`config.mk`:
```
export PLATFORM = sky130hd
export DESIGN_NAME = ps2_key_decoder
export DESIGN_NICKNAME = d
export VERILOG_FILES = /design/src/rtl/ps2_pkg.sv /design/src/rtl/ps2_rx_frame.sv /design/src/rtl/ps2_key_decoder.sv
export SDC_FILE = /design/constraint.sdc
export NUM_CORES = 1
export LEC_CHECK = 0
export ABC_AREA = 1
export ABC_CLOCK_PERIOD_IN_PS = 1800
export BUFFER_PORTS_ARGS = -buffer_cell sky130_fd_sc_hd__buf_4
export CORE_MARGIN = 5
export CORE_UTILIZATION = 54
export CTS_BUF_LIST = sky130_fd_sc_hd__clkbuf_8 sky130_fd_sc_hd__clkbuf_16
export DETAILED_ROUTE_END_ITERATION = 7
export PLACE_DENSITY = 0.75
export SLEW_MARGIN = 25
export SYNTH_ARGS = -nofsm -noshare
export SYNTH_HDL_FRONTEND = slang
export SYNTH_SLANG_ARGS = --single-unit
```
`constraint.sdc`:
```
create_clock -name clk -period 1.8 [get_ports clk]
set_clock_uncertainty 0.15 [all_clocks]
set_input_delay 0.36 -clock clk [delete_from_list [all_inputs] [get_ports clk]]
set_output_delay 0.36 -clock clk [all_outputs]
set_load 0.01 [all_outputs]
```
`src/rtl/ps2_pkg.sv`:
```
// Shared PS/2 definitions: frame FSM states and scan-code prefix bytes.
// Latency: n/a (types and constants only).
// Backpressure: n/a.
package ps2_pkg;

    typedef enum logic [1:0] {
        IDLE   = 2'd0,
        DATA   = 2'd1,
        PARITY = 2'd2,
        STOP   = 2'd3
    } frame_state_e;

    localparam logic [7:0] PS2_EXT   = 8'hE0;
    localparam logic [7:0] PS2_BRK   = 8'hF0;
    localparam logic [7:0] PS2_PAUSE = 8'hE1;

    // Pause/Break is E1 followed by seven more bytes that carry no key event.
    localparam logic [2:0] PS2_PAUSE_SKIP = 3'd7;

endpackage

```
`src/rtl/ps2_rx_frame.sv`:
```
// PS/2 bit receiver: sync + glitch filter on ps2_clk, 11-bit frame FSM, inactivity timeout.
// Latency: byte_valid / frame_err pulse one cycle after the STOP strobe; timeout pulse one cycle after expiry.
// Backpressure: none, the keyboard cannot be stalled; optional odd-parity drop with PS2_PARITY_CHECK_EN.
module ps2_rx_frame
    import ps2_pkg::*;
#(
    parameter int FILTER_LEN  = 4,
    parameter int TIMEOUT_CYC = 50000
) (
    input  logic       clk,
    input  logic       reset,
    input  logic       ps2_clk,
    input  logic       ps2_dat,
    output logic [7:0] byte_dat,
    output logic       byte_valid,
    output logic       frame_err,
    output logic       frame_tmo
);

    localparam int FW = $clog2(FILTER_LEN + 1);
    localparam int TW = $clog2(TIMEOUT_CYC + 1);

    logic clk_s1_q, clk_s2_q, dat_s1_q, dat_s2_q;

    logic          filt_q, filt_d, filt_prev_q;
    logic [FW-1:0] fcnt_q, fcnt_d;
    logic          strobe;
    logic          timeout;

    frame_state_e  state_q, state_d;
    logic [2:0]    bit_cnt_q, bit_cnt_d;
    logic [7:0]    shift_q, shift_d;
    logic          par_q, par_d;
    logic [TW-1:0] tmo_q, tmo_d;
    logic [7:0]    byte_q, byte_d;
    logic          byte_vld_q, byte_vld_d;
    logic          ferr_q, ferr_d;
    logic          tmo_evt_q, tmo_evt_d;

    // Two-flop synchronizers; idle PS/2 lines are high, so reset to 1.
    always_ff @(posedge clk or negedge reset) begin
        if (!reset) begin
            clk_s1_q <= 1'b1;
            clk_s2_q <= 1'b1;
            dat_s1_q <= 1'b1;
            dat_s2_q <= 1'b1;
        end else begin
            clk_s1_q <= ps2_clk;
            clk_s2_q <= clk_s1_q;
            dat_s1_q <= ps2_dat;
            dat_s2_q <= dat_s1_q;
        end
    end

    // Filter: accept a new ps2_clk level only after FILTER_LEN consecutive differing samples.
    always_comb begin
        filt_d = filt_q;
        fcnt_d = '0;
        if (clk_s2_q != filt_q) begin
            if (fcnt_q == FW'(FILTER_LEN - 1)) begin
                filt_d = clk_s2_q;
            end else begin
                fcnt_d = fcnt_q + FW'(1);
            end
        end
    end

    // Filter state registers.
    always_ff @(posedge clk or negedge reset) begin
        if (!reset) begin
            filt_q      <= 1'b1;
            filt_prev_q <= 1'b1;
            fcnt_q      <= '0;
        end else begin
            filt_q      <= filt_d;
            filt_prev_q <= filt_q;
            fcnt_q      <= fcnt_d;
        end
    end

    assign strobe  = filt_prev_q & ~filt_q;
    // Timeout is evaluated independently of strobe so that it wins a same-cycle tie.
    assign timeout = (state_q != IDLE) && (tmo_q == TW'(TIMEOUT_CYC - 1));

    // Frame FSM next state, shift register, timeout counter and result pulses.
    always_comb begin
        state_d    = state_q;
        bit_cnt_d  = bit_cnt_q;
        shift_d    = shift_q;
        par_d      = par_q;
        tmo_d      = tmo_q;
        byte_d     = byte_q;
        byte_vld_d = 1'b0;
        ferr_d     = 1'b0;
        tmo_evt_d  = 1'b0;
        if (timeout) begin
            state_d   = IDLE;
            bit_cnt_d = '0;
            shift_d   = '0;
            tmo_d     = '0;
            ferr_d    = 1'b1;
            tmo_evt_d = 1'b1;
        end else if (strobe) begin
            tmo_d = '0;
            case (state_q)
                IDLE: begin
                    if (!dat_s2_q) begin
                        state_d   = DATA;
                        bit_cnt_d = '0;
                    end
                end
                DATA: begin
                    shift_d = {dat_s2_q, shift_q[7:1]};
                    if (bit_cnt_q == 3'd7) begin
                        bit_cnt_d = '0;
                        state_d   = PARITY;
                    end else begin
                        bit_cnt_d = bit_cnt_q + 3'd1;
                    end
                end
                PARITY: begin
                    par_d   = dat_s2_q;
                    state_d = STOP;
                end
                STOP: begin
                    state_d = IDLE;
                    if (!dat_s2_q) begin
                        ferr_d = 1'b1;
`ifdef PS2_PARITY_CHECK_EN
                    end else if (!(^{shift_q, par_q})) begin
                        // Even count of ones across data + parity: odd parity violated.
                        ferr_d = 1'b1;
`endif
                    end else begin
                        byte_d     = shift_q;
                        byte_vld_d = 1'b1;
                    end
                end
                default: state_d = IDLE;
            endcase
        end else if (state_q != IDLE) begin
            tmo_d = tmo_q + TW'(1);
        end else begin
            tmo_d = '0;
        end
    end

    // Frame FSM registers.
    always_ff @(posedge clk or negedge reset) begin
        if (!reset) begin
            state_q    <= IDLE;
            bit_cnt_q  <= '0;
            shift_q    <= '0;
            par_q      <= 1'b0;
            tmo_q      <= '0;
            byte_q     <= '0;
            byte_vld_q <= 1'b0;
            ferr_q     <= 1'b0;
            tmo_evt_q  <= 1'b0;
        end else begin
            state_q    <= state_d;
            bit_cnt_q  <= bit_cnt_d;
            shift_q    <= shift_d;
            par_q      <= par_d;
            tmo_q      <= tmo_d;
            byte_q     <= byte_d;
            byte_vld_q <= byte_vld_d;
            ferr_q     <= ferr_d;
            tmo_evt_q  <= tmo_evt_d;
        end
    end

    assign byte_dat   = byte_q;
    assign byte_valid = byte_vld_q;
    assign frame_err  = ferr_q;
    assign frame_tmo  = tmo_evt_q;

endmodule

```
`src/rtl/ps2_key_decoder.sv`:
```
// PS/2 keyboard decoder: frame receiver plus E0/F0/E1 prefix handling into key events.
// Latency: key_valid one cycle after a byte leaves the receiver; frame_err straight from the receiver.
// Backpressure: none; events are single-cycle pulses. Build option PS2_PARITY_CHECK_EN drops bad-parity frames.
module ps2_key_decoder
    import ps2_pkg::*;
#(
    parameter int FILTER_LEN  = 4,
    parameter int TIMEOUT_CYC = 50000
) (
    input  logic       clk,
    input  logic       reset,
    input  logic       ps2_clk,
    input  logic       ps2_dat,
    output logic [7:0] keycode,
    output logic       key_make,
    output logic       key_ext,
    output logic       key_valid,
    output logic       frame_err
);

    logic [7:0] rx_byte;
    logic       rx_vld;
    logic       rx_ferr;
    logic       rx_tmo;

    logic       ext_q, ext_d;
    logic       brk_q, brk_d;
    logic [2:0] skip_q, skip_d;
    logic [7:0] keycode_q, keycode_d;
    logic       make_q, make_d;
    logic       kext_q, kext_d;
    logic       kvld_q, kvld_d;

    ps2_rx_frame #(
        .FILTER_LEN  (FILTER_LEN),
        .TIMEOUT_CYC (TIMEOUT_CYC)
    ) u_rx (
        .clk        (clk),
        .reset      (reset),
        .ps2_clk    (ps2_clk),
        .ps2_dat    (ps2_dat),
        .byte_dat   (rx_byte),
        .byte_valid (rx_vld),
        .frame_err  (rx_ferr),
        .frame_tmo  (rx_tmo)
    );

    // Prefix decoder: flags accumulate in any order and are consumed by the next plain byte.
    always_comb begin
        ext_d     = ext_q;
        brk_d     = brk_q;
        skip_d    = skip_q;
        keycode_d = keycode_q;
        make_d    = make_q;
        kext_d    = kext_q;
        kvld_d    = 1'b0;
        if (rx_tmo) begin
            ext_d = 1'b0;
            brk_d = 1'b0;
        end else if (rx_vld) begin
            if (skip_q != 3'd0) begin
                skip_d = skip_q - 3'd1;
            end else if (rx_byte == PS2_EXT) begin
                ext_d = 1'b1;
            end else if (rx_byte == PS2_BRK) begin
                brk_d = 1'b1;
            end else if (rx_byte == PS2_PAUSE) begin
                skip_d = PS2_PAUSE_SKIP;
            end else begin
                keycode_d = rx_byte;
                make_d    = ~brk_q;
                kext_d    = ext_q;
                kvld_d    = 1'b1;
                ext_d     = 1'b0;
                brk_d     = 1'b0;
            end
        end
    end

    // Decoder and event output registers.
    always_ff @(posedge clk or negedge reset) begin
        if (!reset) begin
            ext_q     <= 1'b0;
            brk_q     <= 1'b0;
            skip_q    <= '0;
            keycode_q <= '0;
            make_q    <= 1'b0;
            kext_q    <= 1'b0;
            kvld_q    <= 1'b0;
        end else begin
            ext_q     <= ext_d;
            brk_q     <= brk_d;
            skip_q    <= skip_d;
            keycode_q <= keycode_d;
            make_q    <= make_d;
            kext_q    <= kext_d;
            kvld_q    <= kvld_d;
        end
    end

    assign keycode   = keycode_q;
    assign key_make  = make_q;
    assign key_ext   = kext_q;
    assign key_valid = kvld_q;
    assign frame_err = rx_ferr;

endmodule

```
After elaboration in Yosys (flattened, before gate mapping)
Cells that the tools add are included.
{"block": "op_classes", "add_sub_neg": 4, "eq_ne": 19, "n_mux": 48, "bitwise_logic": 9, "n_reduce_logical": 18}
{"operator": "16-bit two-way mux", "n": 3}
{"operator": "3-bit two-way mux", "n": 10}
{"operator": "1-bit two-way mux", "n": 26}
{"operator": "8-bit == test, second input constant", "n": 3}
{"operator": "8-bit two-way mux", "n": 3}
{"operator": "16-bit by 1-bit adder with 16-bit output, second input constant", "n": 1}
{"operator": "16-bit == test, second input constant", "n": 1}
{"operator": "4-bit AND reduction", "n": 3}
{"operator": "2-bit nonzero test", "n": 5}
{"operator": "3-bit by 2-bit != test with 1-bit output, second input constant", "n": 3}
{"operator": "2-bit two-way mux", "n": 4}
{"operator": "1-bit inverter", "n": 8}
{"operator": "2-bit one-hot mux with 4 select lines", "n": 1}
{"operator": "3-bit by 1-bit adder with 3-bit output, second input constant", "n": 2}
{"operator": "3-bit one-hot mux with 2 select lines", "n": 1}
{"operator": "3-bit AND reduction", "n": 2}
{"operator": "6-bit AND reduction", "n": 1}
{"operator": "3-bit nonzero test", "n": 2}
{"operator": "5-bit AND reduction", "n": 1}
{"operator": "2-bit == test, second input constant", "n": 2}
{"operator": "2-bit by 1-bit != test with 1-bit output, second input constant", "n": 2}
{"operator": "2-bit != test, second input constant", "n": 2}
{"operator": "2-bit AND reduction", "n": 2}
{"operator": "3-bit by 2-bit == test with 1-bit output, second input constant", "n": 1}
{"operator": "other kinds (9)", "n": 9}
{"block": "word_totals", "register_bits": 65, "in_bits": 4, "output_inout_bits": 12, "elab_cells": 120}

Depth between registers and ports, before layout
{"block": "depth", "ltp_word": 7, "ltp_mapped": 11, "ltp_nobuf": 10}

By module
Synthesis repeated with hierarchy kept, for this count alone.
{"block": "hier_totals", "cells_unflattened": 373, "hier_area_um2": 3226.8}
{"module": "ps2_rx_frame", "n_inst": 1, "cells_each": 265, "area_each_um2": 2356.0}
{"module": "ps2_key_decoder", "n_inst": 1, "cells_each": 108, "area_each_um2": 870.8}

Worst setup path after synthesis
No wires, ideal clock.
{"block": "synth_path", "path_kind": "register to register", "from": "reg u_rx.state_q[0]", "to": "reg u_rx.shift_q[5]", "setup_time_ns": 0.117, "arrival_ns": 1.543, "slack_ns": -0.010, "stages_incl_launch_ff": 12, "path_buffers": 1, "synth_period_minus_slack_ns": 1.810, "cell_sequence": "dfrtp_1 -> inv_1 -> ha_1 -> inv_2 -> nand3_2 -> nor2_1 -> nand2_1 -> nor2_4 -> a21oi_4 -> buf_6 -> nand2_1 -> o21ai_2"}
{"block": "synth_via", "elab_chain_cells": 4}
{"element": "start: declaration", "line_no": "ps2_rx_frame.sv:30", "rtl": "frame_state_e state_q, state_d;"}
{"element": "start signal: assignment", "line_no": "ps2_rx_frame.sv:161", "rtl": "state_q <= state_d;"}
{"element": "2-bit nonzero test (*)", "line_no": "ps2_rx_frame.sv:83", "rtl": "assign timeout = (state_q != IDLE) && (tmo_q == TW'(TIMEOUT_CYC - 1));"}
{"element": "1-bit logical AND (*)", "line_no": "ps2_rx_frame.sv:83"}
{"element": "named net u_rx.timeout", "line_no": "ps2_rx_frame.sv:28", "rtl": "logic timeout;"}
{"element": "2-bit nonzero test (no line)"}
{"element": "2-bit AND reduction (no line)"}
{"element": "end signal: assignment", "line_no": "ps2_rx_frame.sv:163", "rtl": "shift_q <= shift_d;"}
{"element": "end: declaration", "line_no": "ps2_rx_frame.sv:32", "rtl": "logic [7:0] shift_q, shift_d;"}
Mark *: on every way through the listed nets, which the timed path passes. The rest lies on a longest branch.
A chain may end at the register's enable or synchronous reset.

Final worst setup path
{"block": "layout_path", "from": "reg u_rx.tmo_q[0]", "to": "reg u_rx.tmo_q[10]"}
{"block": "layout_via", "elab_chain_cells": 4}
{"element": "start: declaration", "line_no": "ps2_rx_frame.sv:34", "rtl": "logic [TW-1:0] tmo_q, tmo_d;"}
{"element": "start signal: assignment", "line_no": "ps2_rx_frame.sv:165", "rtl": "tmo_q <= tmo_d;"}
{"element": "16-bit by 1-bit adder with 16-bit output", "line_no": "ps2_rx_frame.sv:142", "rtl": "tmo_d = tmo_q + TW'(1);"}
{"element": "16-bit two-way mux", "line_no": "ps2_rx_frame.sv:141", "rtl": "end else if (state_q != IDLE) begin"}
{"element": "16-bit two-way mux", "line_no": "ps2_rx_frame.sv:103", "rtl": "end else if (strobe) begin"}
{"element": "16-bit two-way mux (*)", "line_no": "ps2_rx_frame.sv:96", "rtl": "if (timeout) begin"}
{"element": "named net u_rx.tmo_d[10]", "line_no": "ps2_rx_frame.sv:34"}
Marks and branches as above.

==> metrics.cfg <==
[floorplan]
ios=16
fp.dieArea_mm2=0.00727
die_w_um=85.2
num_rows=27
fp.dieH_um=85.2
initial_core_util_pct=55.5
core_mm2=0.00551

[setup_path]
crit_chain=ha_2 -> nand2_2 -> nor2_4 -> nand2_2 -> nor2_2 -> buf_4 -> nand3_1 -> xor2_1 -> nor2_1
cp_top_family=simple AND/OR/NAND/NOR gates
max_stage_delay_ns=0.37
cp.arrival_ns=1.83
crit_path_end_kind=flop
cp_max_fo=5
path_class=reg2reg
crit_slowest_cell=dfrtp_1
crit_top_cell=nand2_2
critPathLaunchType=flop
path_buf_inv=1
required_ns=1.87

[cts]
htreeDepth=3
clock-sinks=65
cts_tree=built
numCtsBuffers=9
clk_path_buf_depth=2
clkSlewWorstSetupHoldPaths_ns=0.07
clkLatencyLatePin_ns=0.33
cts-root-buf=clkbuf_8

[power]
pwr-share-seq_pct=42.6
internal_power_uw=2880
power_switching_uw=1380
power_frac_comb_pct=27.0
max-vdd-ir-drop_uv=869
switching_share_pct=32.5
leakagePower_uw=0.00178
power.density_mw_per_mm2=1150
pwr-share-clk_pct=30.4
power_uw=4260

[synthesis]
synth_seq_area_share_pct=53.5
synth_largest_type_area_fraction_pct=48.3
syn_avg_cell_area_um2=8.81
yosysTopAreaCell=dfrtp_1
synth_area_mm2=0.00306
synth_commonest_cells=nand2_1, dfrtp_1, nor2_1
synth_cell_types=30
synth_area_leaders=dfrtp_1, nand2_1, dfstp_2, nor2_1, ha_1
synth-edff-count=0
synthArstFlopShare_pct=100
yosys_warnings=0
ys_ff_latch=65
synth_flop_cell=dfrtp_1
synth_most_common_cell=nand2_1
syn-instance-count=347
synth_nets=361

[routing]
via_per_inst=5.09
first_iter_violations=135
drtPass1Iterations=4
wl_per_cell_um=12.6
ant_nets=0
wirelength_mm=5.85
drc=0
vias=2363

[place]
placed_area_mm2=0.00331
dp.cells=440
dp_hpwl_mm=3.90
gp_congestion=0.849
port_buffers=15

[grt]
grt_max_degree=46
grt_pass1_wl_mm=9.89
antenna_found_initial=0
grt_overflow_total=0
grtUsageTotal_pct=17.1
grt_pass1_vias=2338

[finish]
area_delta_synth_final_pct=21.0
drive_gt1_share_pct=23.5
fin_util_pct=67.2
fin_nets=401
fillers=415
final_cell_area_mm2=0.00370
antennaDiodeCount=0
layout.cells.non_filler=464

[sta]
final_hold_viol_count=0
drv_slew=0
fmax_mhz=569
timing.setup.tns_ns=0
min_period_ns=1.76
final-setup-viol-count=0
max_slew_margin_pct=76.5
tightest_slew_ns=0.352
post-route-period-util_pct=97.7

[min_path]
min_path_type=reg2reg

[flow_run]
max_cap_viol_count=0

[status]
outcome=finished, final reports clean

cell families (layout without fill, tap and decap cells):
group,count (synthesis),in the layout,share of synthesized area [%]
fa+ha+maj,10,10,4.09
simple gates,200,200,28.8
xor+xnor,7,7,2.01
mux,1,1,0.368
buf+inv,35,80,5.03
compound gates,29,29,6.26
flops,65,65,53.5
state kept, by name (all words and copies together), names as in the netlist, 2 cells and up:
register / flops
u_rx.shift_q: 8
u_rx.byte_dat: 8
u_rx.tmo_q: 16
u_rx.state_q: 2
u_rx.fcnt_q: 3
keycode: 8
u_rx.bit_cnt_q: 3
skip_q: 3
layout by cell type, fill, tap and decap left out, drive strengths merged:
master         n
dfstp          6
xor2           5
nand3b         1
or2            1
nor2          42
nor3b          4
nand3         16
clkinvlp       2
mux2           1
clkbuf        11
o21bai         2
dfrtp         59
dlygate4sd3    3
inv           32
o21ai         22
a21oi          5
nand2        116
bufinv         1
ha            10
xnor2          2
nand4         11
buf           30
nor3           9
clkinv         1
path summary, 6_finish.rpt:
kind                                    start               to  slack, ns  cells after the start
worst min-delay path            u_rx.dat_s1_q    u_rx.dat_s2_q       0.21                      0
worst max-delay path            u_rx.tmo_q[0]   u_rx.tmo_q[10]       0.04                      9
worst max register to register  u_rx.tmo_q[0]   u_rx.tmo_q[10]       0.04                      9
worst min register to register  u_rx.dat_s1_q    u_rx.dat_s2_q       0.21                      0
max in group asynchronous               reset  u_rx.shift_q[3]       0.69                      3
min in group asynchronous               reset    u_rx.tmo_q[5]       0.30                      2
cell type report:
type / instances / area (µm²) / share of cell area [%]
Clock buffer: 11 / 151 / 4.09
Clock inverter: 5 / 62.6 / 1.69
Inverter: 31 / 116 / 3.15
Multi-Input combinational cell: 247 / 1360 / 36.7
Sequential cell: 65 / 1630 / 44.2
Tap cell: 72 / 90.1 / 2.44
Timing Repair Buffer: 33 / 288 / 7.78
layer usage:
metal | wire length (µm) | global-route usage (%) | vias to the layer above
met5 | 0 | 0 | -
met4 | 140 | 9.78 | 0
met3 | 204 | 3.88 | 12
met2 | 2900 | 28.4 | 39
met1 | 2600 | 20.5 | 1126
li1 | - | - | 1186
per-stage QoR:
step / hold slack [ns] / setup slack, ns
floorplan: -0.0856 / 0.0406
global placement: 0.113 / 0.0694
global route: 0.218 / -0.0641
CTS: 0.209 / 0.0223
detailed placement: 0.116 / 0.00208
finish: 0.207 / 0.0415
power by group through the flow:
stage	combinational (µW)	sequential (µW)	clock, µW
6_report	1150	1810	1300
4_1_cts	1010	1810	1320
5_1_grt	1300	1830	1410
3_5_place_dp	965	1840	0
2_1_floorplan	692	1820	0
3_3_place_gp	928	1820	0
repair_timing:
| item | 4_1_cts | 5_1_grt |
|---|---|---|
| endpoints found under the hold margin | 16 | 0 |
| pin swaps | 0 | 7 |
| setup endpoints to repair | 5 | 44 |
| hold buffers | 3 | 0 |
| cloned | 0 | 0 |
| buffers inserted | 1 | 5 |
| gates resized for setup | 3 | 20 |
No activity file was read; power rests on OpenSTA's default activity.
